**src/rtl/fifo_arb_pkg.sv**
```systemverilog
// fifo_arb_pkg: shared state type and width helpers for the FIFO push arbiter
package fifo_arb_pkg;

    typedef enum logic {IDLE, BURST} arb_state_e;

    function automatic int cnt_w(input int depth);
        return $clog2(depth + 1);
    endfunction

    function automatic int id_w(input int n);
        return (n < 2) ? 1 : $clog2(n);
    endfunction

endpackage

```
**src/rtl/rr_pick.sv**
```systemverilog
// rr_pick: first valid requester scanning upward from ptr+1, wrapping at N
module rr_pick #(
    parameter int N  = 4,
    parameter int IW = 2
) (
    input  logic [N-1:0]  valid,
    input  logic [IW-1:0] ptr,
    output logic [IW-1:0] pick,
    output logic          any
);

    logic [IW-1:0] idx;

    assign any = |valid;

    // Scanning from the far end lets the nearest candidate overwrite the rest.
    always_comb begin
        pick = '0;
        idx  = '0;
        for (int k = N; k >= 1; k--) begin
            idx = IW'((int'(ptr) + k) % N);
            if (valid[idx]) pick = idx;
        end
    end

endmodule

```
**src/rtl/fifo_rr_push_arbiter.sv**
```systemverilog
// fifo_rr_push_arbiter: round-robin bounded-burst sharing of one FIFO write port
module fifo_rr_push_arbiter
    import fifo_arb_pkg::*;
#(
    parameter int NUM_REQ   = 4,
    parameter int LP_WIDTH  = 32,
    parameter int DEPTH     = 16,
    parameter int MAX_BURST = 4
) (
    input  logic                          clk,
    input  logic                          rst,
    input  logic [NUM_REQ-1:0]            req_valid,
    input  logic [NUM_REQ*LP_WIDTH-1:0]   req_data,
    output logic [NUM_REQ-1:0]            req_ready,
    output logic                          push,
    output logic [LP_WIDTH-1:0]           data_in,
    input  logic                          pop,
    output logic [cnt_w(DEPTH)-1:0]       count,
    output logic                          full,
    output logic                          empty,
    output logic [id_w(NUM_REQ)-1:0]      grant_id,
    output logic                          err_underflow
);

    localparam int CW = cnt_w(DEPTH);
    localparam int IW = id_w(NUM_REQ);
    localparam int BW = id_w(MAX_BURST);

    arb_state_e    state;
    logic [IW-1:0] rr_ptr;
    logic [IW-1:0] pick;
    logic          any;
    logic [BW-1:0] burst_cnt;
    logic          accept;
    logic          pop_eff;

    rr_pick #(.N(NUM_REQ), .IW(IW)) u_pick (
        .valid (req_valid),
        .ptr   (rr_ptr),
        .pick  (pick),
        .any   (any)
    );

    assign full      = count == CW'(DEPTH);
    assign empty     = count == '0;
    assign req_ready = (state == BURST && !full) ? (NUM_REQ'(1) << grant_id) : '0;
    assign accept    = req_valid[grant_id] & req_ready[grant_id];
    assign pop_eff   = pop & !empty;

    always_ff @(posedge clk) begin
        if (rst) begin
            state         <= IDLE;
            rr_ptr        <= IW'(NUM_REQ - 1);
            grant_id      <= '0;
            burst_cnt     <= '0;
            push          <= 1'b0;
            data_in       <= '0;
            count         <= '0;
            err_underflow <= 1'b0;
        end else begin
            push          <= accept;
            count         <= count + CW'(accept) - CW'(pop_eff);
            err_underflow <= pop & empty;
            if (accept) data_in <= req_data[int'(grant_id)*LP_WIDTH +: LP_WIDTH];
            if (state == IDLE) begin
                if (any) begin
                    grant_id  <= pick;
                    rr_ptr    <= pick;
                    burst_cnt <= '0;
                    state     <= BURST;
                end
            end else begin
                if (accept) burst_cnt <= burst_cnt + BW'(1);
                if ((accept && burst_cnt == BW'(MAX_BURST - 1)) || !req_valid[grant_id]) state <= IDLE;
            end
        end
    end

endmodule

```
**config.mk**
```make
export PLATFORM = sky130hd
export DESIGN_NAME = fifo_rr_push_arbiter
export DESIGN_NICKNAME = d
export VERILOG_FILES = /design/src/rtl/fifo_arb_pkg.sv /design/src/rtl/rr_pick.sv /design/src/rtl/fifo_rr_push_arbiter.sv
export SDC_FILE = /design/constraint.sdc
export NUM_CORES = 1
export LEC_CHECK = 0
export ABC_AREA = 0
export CAP_MARGIN = 25
export CORE_ASPECT_RATIO = 1.2
export CORE_MARGIN = 2
export CORE_UTILIZATION = 34
export CTS_CLUSTER_SIZE = 10
export DETAILED_ROUTE_END_ITERATION = 12
export GPL_TIMING_DRIVEN = 0
export PLACE_DENSITY = 0.78
export REMOVE_ABC_BUFFERS = 1
export SLEW_MARGIN = 20
export SYNTH_ARGS = -nofsm -noshare
export SYNTH_HDL_FRONTEND = slang
export SYNTH_SLANG_ARGS = --single-unit
```
**constraint.sdc**
```tcl
create_clock -name clk -period 2.8 [get_ports clk]
set_input_delay 0.7 -clock clk [delete_from_list [all_inputs] [get_ports clk]]
set_output_delay 0.7 -clock clk [all_outputs]
set_load 0.005 [all_outputs]
```
* Word-level counts from Yosys, hierarchy flattened *
Cells that the tools add are included.

word-level totals
  register bits after elaboration = 46
  bits of input ports = 135
  output and inout port bits = 47
  logic and storage cells = 63

operators by class
  $add $sub $neg = 7
  order comparisons = 5
  eq/ne operators = 3
  shifts and indexed selects = 2
  multiplexer cells = 23
  bitwise gates (word level) = 4
  reduce and logical (&&, ||, !) cells = 11

operators by type and width
  operator             count
  $shiftx 128x8->32    1
  $lt 2x3->1 const B   5
  $mux 2               7
  $bmux 1 s2           6
  $mux 1               9
  $add 2x1->2 const B  3
  $add 5x1->5          1
  $eq 5x5->1 const B   1
  $logic_not 5->1      1
  $sub 5x1->5          1
  $add 2x2->2 const B  2
  $mux 4               1
  $reduce_and 2->1     2
  $reduce_or 4->1      1
  $shl 1x2->4 const A  1
  $and 1x1->1          3
  $logic_not 1->1      3
  $eq 2x2->1 const B   1
  $logic_and 1x1->1    2
  $ne 2x1->1 const B   1
  $reduce_bool 2->1    1
  $logic_or 1x1->1     1
  $not 1->1            1

* Longest topological paths before layout *
Gate-level depths: netlist of the first run.

  word-level depth = 11
  depth in mapped cells = 16
  depth with buffers taken out = 14

* Modules after synthesis *
From an unflattened synthesis of the first run, not the netlist that was laid out.

second synthesis, totals
  cell total of the unflattened synthesis = 272
  area total of the unflattened synthesis = 2680.1 um^2

by module, submodules not included
  module                instances  cells each  area each (um^2)  seq. area each (um^2)
  fifo_rr_push_arbiter  1          258         2588.7            920.9
  rr_pick               1          14          91.3              0.0

* Worst setup path after synthesis of the first run *
OpenSTA, ideal clock, no wires.

  kind = input -> register
  start = input port req_valid[3]
  end = register count[4]
  library setup time = 0.129 ns
  data arrival time = 2.905 ns
  data required time = 2.671 ns
  slack = -0.234 ns
  cell stages on the path = 14
  buffers on the path = 2
  cell sequence = mux4_2 and3_1 buf_6 inv_12 buf_12 ha_1 inv_1 ha_1 inv_1 fa_1 nor2b_1 o21bai_1 a21oi_1 nor3b_1

on the way
  cells in the longest elaborated chain, start to end = 5

ends and longest elaborated chain
  what                          RTL line                    source
  from (decl)                   fifo_rr_push_arbiter.sv:12  input logic [NUM_REQ-1:0] req_valid,
  $bmux 1 s2                    fifo_rr_push_arbiter.sv:47  assign accept = req_valid[grant_id] & req_ready[grant_id];
  $mux 1 (implied by the code)  fifo_rr_push_arbiter.sv:47
  $and 1x1->1                   fifo_rr_push_arbiter.sv:47
  $add 5x1->5                   fifo_rr_push_arbiter.sv:62  count <= count + CW'(accept) - CW'(pop_eff);
  $sub 5x1->5                   fifo_rr_push_arbiter.sv:62
  to (signal assigned)          fifo_rr_push_arbiter.sv:62
  to (decl)                     fifo_rr_push_arbiter.sv:18  output logic [cnt_w(DEPTH)-1:0] count,

No other way between the ends. The select of a mux whose other input is x is not followed.
A chain may end at the register's enable or synchronous reset.

* Worst setup path after layout of the first run *
  start = input port req_valid[2]
  end = register count[4]

The elaborated chain is that of the path after synthesis.

==> results of run 1 <==
-- power breakdown --
group	switching [mW]	total [mW]	internal [mW]	leakage [nW]
Clock	0.221	0.420	0.199	0.0472
Combinational	0.548	1.37	0.822	1.34
Sequential	0.0991	0.851	0.752	0.378
-- placed cells by master, fill, tap and decap left out, types with 6 or more instances in the layout --
cell	n
a21oi_1	13
a21oi_2	29
buf_4	12
clkbuf_8	6
clkdlybuf4s50_1	176
dfxtp_1	44
ha_1	6
inv_1	12
mux4_2	33
nand2_1	42
nand2_2	28
nor2_1	7
nor3_1	6
-- flip-flops by register name, summed over array words and instances (netlist names) --
name / count
data_in: 32
count: 5
burst_cnt: 2
grant_id: 2
rr_ptr: 2
err_underflow: 1
push: 1
state: 1
-- metrics by stage --
stage          setup TNS [ps]  worst slack [ps]  cell area, sq um  hold slack, ps
2_1_floorplan          -26970             -1740              2760             445
3_3_place_gp           -77800             -2930              4710             442
3_5_place_dp            -6990             -1320              4790             448
4_1_cts                 -21.2             -21.2              4960             460
5_1_grt                  -107             -38.4              5040             480
6_report                    0              76.6              5040             458
-- final cells by class --
| class | instances | area [sq um] |
|---|---|---|
| timing repair buffer | 196 | 1960 |
| tap | 114 | 143 |
| clock buffer | 6 | 82.6 |
| sequential | 46 | 928 |
| multi-input combinational | 198 | 1840 |
| clock inverter | 2 | 12.5 |
| timing repair inverter | 1 | 8.76 |
| inverter | 14 | 68.8 |
| fill | 681 | 3150 |
-- synth_stat cells (all sizes together) --
master   count  area, sq um
nor2         7         26.3
nor3b        1         7.51
nor4b        1         8.76
nand4bb      1         11.3
dfxtp       46          921
nand2       70          333
clkbuf       8         30.0
o22ai        1         6.26
inv         14         65.1
and3         1         6.26
xnor2        1         8.76
o21ai        3         15.0
nand2b       2         12.5
a2111oi      1         8.76
nor2b        5         31.3
a21oi       42          315
nand3b       1         7.51
a21o         1         7.51
and3b        1         8.76
nor3         6         30.0
ha           7         87.6
fa           1         20.0
a221oi       1         8.76
mux4        33          743
o221ai       1         8.76
a31o         1         8.76
or3          1         6.26
o21bai       1         7.51
nand3        4         20.0
buf         13          119
xor2         1         8.76
o31a         1         8.76
-- logic make-up after synthesis --
logic type,Yosys count,synth area share
simple gates,101,0.175
compound gates,53,0.136
flops,46,0.317
buf+inv,35,0.0736
mux,33,0.256
fa+ha+maj,8,0.0370
xor+xnor,2,0.00603
-- worst min-delay path, cell delays in order (launching register included) --
cell and delay, ps:
dfxtp_1 320, nand2_1 50, a21oi_1 50
-- how the worst max path moves through the flow --
stage / from / end / cells after the start
6_report: req_valid[2] / count[4]$_SDFF_PP0_ / 13
3_5_place_dp: req_valid[3] / count[4]$_SDFF_PP0_ / 14
2_1_floorplan: grant_id[0]$_SDFFE_PP0P_ / count[4]$_SDFF_PP0_ / 12
4_1_cts: req_valid[1] / count[4]$_SDFF_PP0_ / 13
3_3_place_gp: grant_id[0]$_SDFFE_PP0P_ / count[4]$_SDFF_PP0_ / 12
5_1_grt: count[2]$_SDFF_PP0_ / req_ready[1] / 6
-- metal layers --
metal / wire, um / GRT usage
met2: 5300 / 0.395
met5: 0 / 0
met3: 749 / 0.0634
met1: 3440 / 0.228
met4: 248 / 0.0617
-- what timing repair did --
action | in CTS | in global routing
pin swaps | 3 | 4
endpoints found under the setup margin | 5 | 4
gates cloned | 2 | 0
buffers inserted | 7 | 6
gates resized for setup | 21 | 15
endpoints found under the hold margin | 0 | 0
==> impl_results.md, run 1 <==
- Status: completed
- Floorplan row count: 36
- Initial antenna violation count: 0
- Worst clock skew: 9.10 ps
- Period minus WS final: 2720 ps
- Area Overhead vs Synth: 73.5%
- Dpl cells: 555
- Worst-path clk slew: 90 ps
- Total track usage: 0.213
- Post-Syn Area: 2910 sq um
- Max VDD drop: 0.202 mV
- Syn_area_per_cell: 10.5 sq um
- Die width: 88.4 um
- Worst Tran Pin Value: 580 ps
- FF-to-FF Start: count[2]$_SDFF_PP0_
- Unrepaired setup endpoints after global routing: true
- TritonCTS Sinks: 46
- Worst Path Required: 3000 ps
- Wirelength, routed: 9.74 mm
- First-pass GRT wire length: 15.4 mm
- Min-delay src: data_in[4]$_SDFFE_PP0P_
- Initial core utilization: 0.355
- DRT antenna net count: 0
- Clock buffer count from CTS: 5
- CTS H-tree depth: 2
- Routed wire per std cell: 16.9 um
- Via density: 5.00
- Initial drt markers: 61
- Hold path cells: 2
- Layout cells sized above 1: 0.287
- FF-to-FF setup slack: 140 ps
- Pin count of the biggest net entering global routing: 25
- Util after Layout: 0.615
- Die area: 9310 sq um
- Post-route DRC: 0
- Yosys warns: 0
- Layout Cells excl Fill: 577
- TritonCTS clock tree: built
- Leak pwr: 1.76 nW
- WS Path Type: in2reg
- Post-synthesis cell count: 278
- Final HPWL DP: 6.87 mm
- Final setup violation count: 0
- Yosys reg bits: 46
- Vias in the first global route: 3111
- Fmax: 367 MHz
- Max Root-Sink Buffers: 2
- Grt total ovfl: 0
- DR vias: 2886
- PortBufs: 181
- Slowest Stage Delay on Critical Path: 470 ps
- Slowest-stage cell, CP: mux4_2
- CP top delay family: adder cells
- Worst rel slew slack: 0.613
- Total power: 2.64 mW
- Hold_buf cts: 0
- # nets final: 605
- Die span in y: 105 um
- CORE AREA: 8200 sq um
- Part of the cycle the worst path needs: 0.973
- Sequential-to-total area share from yosys stat: 0.317
- Max cap viols: 0
- Crit Path Max Fanout: 7
- Min-Delay Endpoint: data_in[4]$_SDFFE_PP0P_
- Crit path DAT: 2920 ps
- Yosys cell types: 38
- Drt pass-1 iters: 4
- R2r worst-path depth: 14
- Clock root cell: clkbuf_8
- Critical path buffers and inverters: 4
- R2r endpoint: count[4]$_SDFF_PP0_
- Antenna cell count: 0
- Cell Chain, Critical Path: buf_4 > mux4_2 > and3_4 > inv_16 > ha_1 > inv_1 > ha_2 > inv_2 > fa_2 > nor2b_4 > o21bai_4 > a21oi_2 > nor3b_2
- RePlAce Congestion: 0.846
- Setup crit end kind: register
- Boundary Pins: 182
- Worst skew pair latency: 300 ps
- Fin. Hold Viols: 0
- Setup crit start kind: primary input
- Slew Limit Fails: 0
- Hold Crit Class: reg2reg
- Pwr Density: 524 nW/um^2
No activity file was read; power rests on OpenSTA's default activity.
==> run 2, diff against run 1 <==
SLEW_MARGIN = 25   (was 20)
==> impl_results.md, run 2 (same netlist as run 1, synthesis figures left out) <==
- Min-delay src: data_in[4]$_SDFFE_PP0P_
- RePlAce Congestion: 0.846
- Boundary Pins: 182
- DRT antenna net count: 0
- Pwr Density: 510 nW/um^2
- Clock power share: 0.166
- Fmax: 362 MHz
- Commonest non-fill, non-tap cells in the layout: 176 x clkdlybuf4s50_1, 44 x dfxtp_1, 42 x nand2_1
- WL met2: 4.75 mm
- FF-to-FF setup slack: 140 ps
- Largest Register: data_in
- CP top delay family: adder cells
- Max VDD drop: 0.216 mV
- Layout cells sized above 1: 0.276
- Hold_ws: 457 ps
- Crit Path Max Fanout: 6
- Max cap viols: 0
- Final setup violation count: 0
- TritonCTS clock tree: built
- CORE AREA: 8200 sq um
- Initial drt markers: 72
- Post-route cell area: 4960 sq um
- Sw Share: 0.325
- Setup crit start kind: primary input
- Critical path buffers and inverters: 4
- Worst skew pair latency: 290 ps
- Worst clock skew: 5.36 ps
- Final HPWL DP: 6.86 mm
- Fin Setup TNS: 0 ps
- NetSw: 0.823 mW
- Largest register FFs: 32
- Max Root-Sink Buffers: 2
- Slowest Stage Delay on Critical Path: 490 ps
- Vias in the first global route: 3060
- Clock buffer count from CTS: 5
- Initial antenna violation count: 0
- Crit path DAT: 2920 ps
- CTS H-tree depth: 2
- Dpl cells: 555
- Most frequent CP cell: inv_1
- DR top layer: met4
- # nets final: 599
- Die width: 88.4 um
- Unrepaired setup endpoints after global routing: true
- Part of the cycle the worst path needs: 0.985
- Area Overhead vs Synth: 70.7%
- WS Path Type: in2reg
- Routed wire per std cell: 16.0 um
- Slew Limit Fails: 0
- Post-route DRC: 0
- Sequential Power Share: 0.335
- Logic pwr share: 0.499
- PortBufs: 181
- Die span in y: 105 um
- Clock root cell: clkbuf_8
- Via density: 5.00
- Slowest-stage cell, CP: mux4_2
- Pin count of the biggest net entering global routing: 47
- Largest registers: data_in (32), count (5)
- Hold path cells: 2
- Placed cell area: 4790 sq um
- Cell Chain, Critical Path: buf_2 > mux4_2 > and3_4 > inv_16 > ha_1 > inv_1 > ha_2 > inv_1 > fa_2 > nor2b_2 > o21bai_2 > a21oi_2 > nor3b_2
- DR vias: 2856
- Pint: 1.71 mW
- Antenna cell count: 0
- Total track usage: 0.197
- Drt pass-1 iters: 4
- Commonest non-fill, non-tap cell in the layout: clkdlybuf4s50_1
- Layout Cells excl Fill: 571
- FF-to-FF Start: count[2]$_SDFF_PP0_
- Hold_buf cts: 0
- TritonCTS Sinks: 46
- Initial core utilization: 0.355
- R2r endpoint: count[4]$_SDFF_PP0_
- Wirelength, routed: 9.12 mm
- Metal3 WL: 761 um
- Floorplan row count: 36
- Status: completed
- Period minus WS final: 2760 ps
- Min-Delay Endpoint: data_in[4]$_SDFFE_PP0P_
- Worst-path clk slew: 90 ps
- Wl on met1: 3.35 mm
- Worst Path Required: 2960 ps
- Leak pwr: 1.72 nW
- Worst Tran Pin Value: 673 ps
- R2r worst-path depth: 14
- Grt total ovfl: 0
- Hold Crit Class: reg2reg
- First-pass GRT wire length: 14.4 mm
- Die area: 9310 sq um
- Fin. Hold Viols: 0
- Setup crit end kind: register
- Worst rel slew slack: 0.551
-- run 2: changes by cell type in the layout (fill, tap and decap cells not counted) --
cell | previous run | this run
buf_4 | 12 | 7
buf_12 | 2 | 1
buf_2 | 3 | 4
buf_8 | 1 | 0
inv_1 | 12 | 13
inv_2 | 1 | 0
nor2b_2 | 0 | 1
nor2b_4 | 1 | 0
o21bai_2 | 0 | 1
o21bai_4 | 1 | 0
-- run 2: timing repair --
action                                  4_1_cts  5_1_grt
resized for setup                            23        5
gates cloned                                  2        0
pin swaps                                     2        2
endpoints found under the setup margin        5        5
buffers inserted                              6        1
-- run 2: routing by layer --
| layer | track usage | vias to the layer above |
|---|---|---|
| met3 | 0.0634 | 18 |
| met2 | 0.356 | 138 |
| met5 | 0 | - |
| met4 | 0.0660 | 0 |
| met1 | 0.212 | 1353 |
| li1 | - | 1347 |
-- run 2: stage by stage --
stage                      util  setup slack [ps]  total power, mW
after CTS                 0.601              30.4             2.49
after global routing      0.606             -51.7             2.71
after global placement    0.575             -2930             1.96
final                     0.606              41.0             2.53
after floorplan               -             -1740             1.45
after detailed placement  0.585             -1340             2.02
-- run 2: area by class of cell --
cell class / count / area (sq um)
inverter: 14 / 68.8
timing repair inverter: 1 / 8.76
multi-input combinational: 198 / 1830
timing repair buffer: 190 / 1890
fill: 710 / 3230
clock buffer: 6 / 82.6
clock inverter: 2 / 12.5
tap: 114 / 143
sequential: 46 / 928
-- run 2: worst max path at each step --
stage	start	cells past startpoint	slack, ps	end
CTS	count[2]$_SDFF_PP0_	6	30	req_ready[3]
detailed placement	req_valid[2]	14	-1340	count[4]$_SDFF_PP0_
finish	req_valid[3]	13	40	count[4]$_SDFF_PP0_
global route	req_valid[3]	13	-50	count[4]$_SDFF_PP0_
global placement	grant_id[0]$_SDFFE_PP0P_	12	-2930	count[4]$_SDFF_PP0_
floorplan	grant_id[0]$_SDFFE_PP0P_	12	-1740	count[4]$_SDFF_PP0_
-- run 2: worst reg2reg max path: cells and delay by family, from the launching register on --
kind,cells,cell delay (ps)
simple gates,4,630
flops,1,380
fa+ha+maj,4,1040
compound gates,2,240
buf+inv,4,230
-- run 2: power groups by stage --
stage	combinational, mW	clock [mW]	sequential, mW
detailed placement	1.14	0	0.881
CTS	1.21	0.439	0.839
finish	1.26	0.420	0.849
global route	1.39	0.462	0.862
global placement	1.06	0	0.901
floorplan	0.560	0	0.886
==> run 3, diff against run 2 <==
CORE_UTILIZATION = 40   (was 34)
PLACE_DENSITY = 0.86   (was 0.78)
RECOVER_POWER = 50   (was not set)
clock period = 3.6 ns   (was 2.8 ns; I/O delays follow)
==> impl_results.md, run 3 (same netlist as run 1, synthesis figures left out) <==
- Status: completed
- Logic pwr share: 0.471
- Layout cells sized above 1: 0.238
- Commonest non-fill, non-tap cell in the layout: clkdlybuf4s50_1
- Setup crit end kind: register
- Initial antenna violation count: 0
- Period minus WS final: 3460 ps
- Total power: 1.87 mW
- Total track usage: 0.227
- DR vias: 2865
- Worst Path Required: 3760 ps
- Clock power share: 0.170
- Clock root cell: clkbuf_8
- Hold_ws: 456 ps
- Fill count: 556
- Clock buffer count from CTS: 5
- Area Overhead vs Synth: 67.5%
- Vias in the first global route: 2975
- RePlAce Congestion: 0.758
- Die width: 81.8 um
- WS Path Type: in2reg
- Initial drt markers: 82
- CTS H-tree depth: 2
- CORE AREA: 7150 sq um
- Initial core utilization: 0.407
- Die span in y: 97.4 um
- Worst clock skew: 10.8 ps
- # nets final: 593
- Crit Path Max Fanout: 24
- Setup crit start kind: primary input
- Hold_buf cts: 0
- Via density: 5.31
- Sequential Power Share: 0.359
- Worst skew pair latency: 290 ps
- Part of the cycle the worst path needs: 0.961
- Final Worst Setup Slack: 140 ps
- Hold Crit Class: reg2reg
- Routed wire per std cell: 16.6 um
- Largest Register: data_in
- DRT antenna net count: 0
- TritonCTS Sinks: 46
- FF-to-FF setup slack: 340 ps
- Floorplan row count: 34
- Largest register FFs: 32
- Final HPWL DP: 6.79 mm
- Pwr Density: 384 nW/um^2
- TritonCTS clock tree: built
- Pre-CTS setup slack: -690 ps
- Pint: 1.26 mW
- Antenna cell count: 0
- Wirelength, routed: 8.96 mm
- Placed cell area: 4740 sq um
- Max Root-Sink Buffers: 2
- Post-route DRC: 0
- Drt pass-1 iters: 4
- First-pass GRT wire length: 14.0 mm
- Sw Share: 0.324
- Worst rel slew slack: 0.566
- Crit path DAT: 3620 ps
- Boundary Pins: 182
- Post-route cell area: 4870 sq um
- Fmax: 289 MHz
- Register Area: 926 sq um
- Grt total ovfl: 0
- Commonest non-fill, non-tap cells in the layout: 138 x clkdlybuf4s50_1, 44 x dfxtp_1, 42 x nand2_1
- Fin. Hold Viols: 0
- Area occupied by multi-input gates: 1780 sq um
- Largest registers: data_in (32), count (5)
- Leak pwr: 1.81 nW
- Final setup violation count: 0
- Slew Limit Fails: 0
- Worst Tran Pin Value: 651 ps
- Pin count of the biggest net entering global routing: 47
- NetSw: 0.605 mW
- Unrepaired setup endpoints after global routing: false
- Max cap viols: 0
- Max VDD drop: 0.296 mV
- Die area: 7970 sq um
- Worst-path clk slew: 90 ps
- PortBufs: 181
-- run 3: cell count changes in the layout (fill, tap and decap cells not counted), sizes merged --
cell           previous run  this run
clkdlybuf4s50           176       138
dlygate4sd3               0        38
buf                      14         5
dlygate4sd2               0         4
and3                      2         1
clkbuf                    6         7
clkinv                    1         0
clkinvlp                  1         0
-- run 3: metal layers --
metal / vias to the layer above / GRT usage / wire length (um)
met5: - / 0 / 0
met4: 0 / 0.0641 / 110
met3: 14 / 0.0762 / 796
met2: 135 / 0.418 / 5000
met1: 1379 / 0.236 / 3060
li1: 1337 / - / -
-- run 3: path summary, 6_finish.rpt --
kind	from	to	depth (start not counted)
max	req_valid[2]	count[4]$_SDFF_PP0_	14
min	data_in[8]$_SDFFE_PP0P_	data_in[8]$_SDFFE_PP0P_	2
max reg2reg	grant_id[1]$_SDFFE_PP0P_	count[4]$_SDFF_PP0_	14
min reg2reg	data_in[8]$_SDFFE_PP0P_	data_in[8]$_SDFFE_PP0P_	2
-- run 3: power groups by stage --
| stage | Sequential [mW] | Clock (mW) | Combinational [mW] |
|---|---|---|---|
| final | 0.670 | 0.319 | 0.880 |
| after floorplan | 0.689 | 0 | 0.436 |
| after global placement | 0.699 | 0 | 0.816 |
| after global routing | 0.685 | 0.342 | 0.973 |
| after CTS | 0.686 | 0.325 | 0.885 |
| after detailed placement | 0.698 | 0 | 0.865 |
-- run 3: repair_timing --
action / in CTS / in global routing
cloned: 1 / 0
gates resized for setup: 7 / 0
setup endpoints to repair: 3 / 1
setup buffers: 1 / 1
-- run 3: layout make-up --
class | instances | share of cell area
Timing Repair Buffer | 185 | 0.387
Inverter | 14 | 0.0141
Sequential cell | 46 | 0.190
Multi-Input combinational cell | 197 | 0.366
Clock buffer | 7 | 0.0177
Tap cell | 90 | 0.0231
Timing Repair inverter | 1 | 0.00180
-- run 3: through the flow --
stage	util	cells	setup TNS, ps
final	0.681	540	0
after global routing	0.681	540	0
after CTS	0.679	539	0
after detailed placement	0.664	530	-1790
after global placement	0.655	528	-35670
after floorplan	-	257	-3290
-- run 3: worst max-delay path, cell delays in order --
cell           delay (ps)
dlygate4sd2_1         310
mux4_2                500
and3_4                210
buf_16                170
inv_16                120
ha_1                  240
inv_1                  60
ha_1                  170
inv_1                  60
fa_1                  390
nor2b_2               160
o21bai_1              100
a21oi_1               160
nor3b_1                60
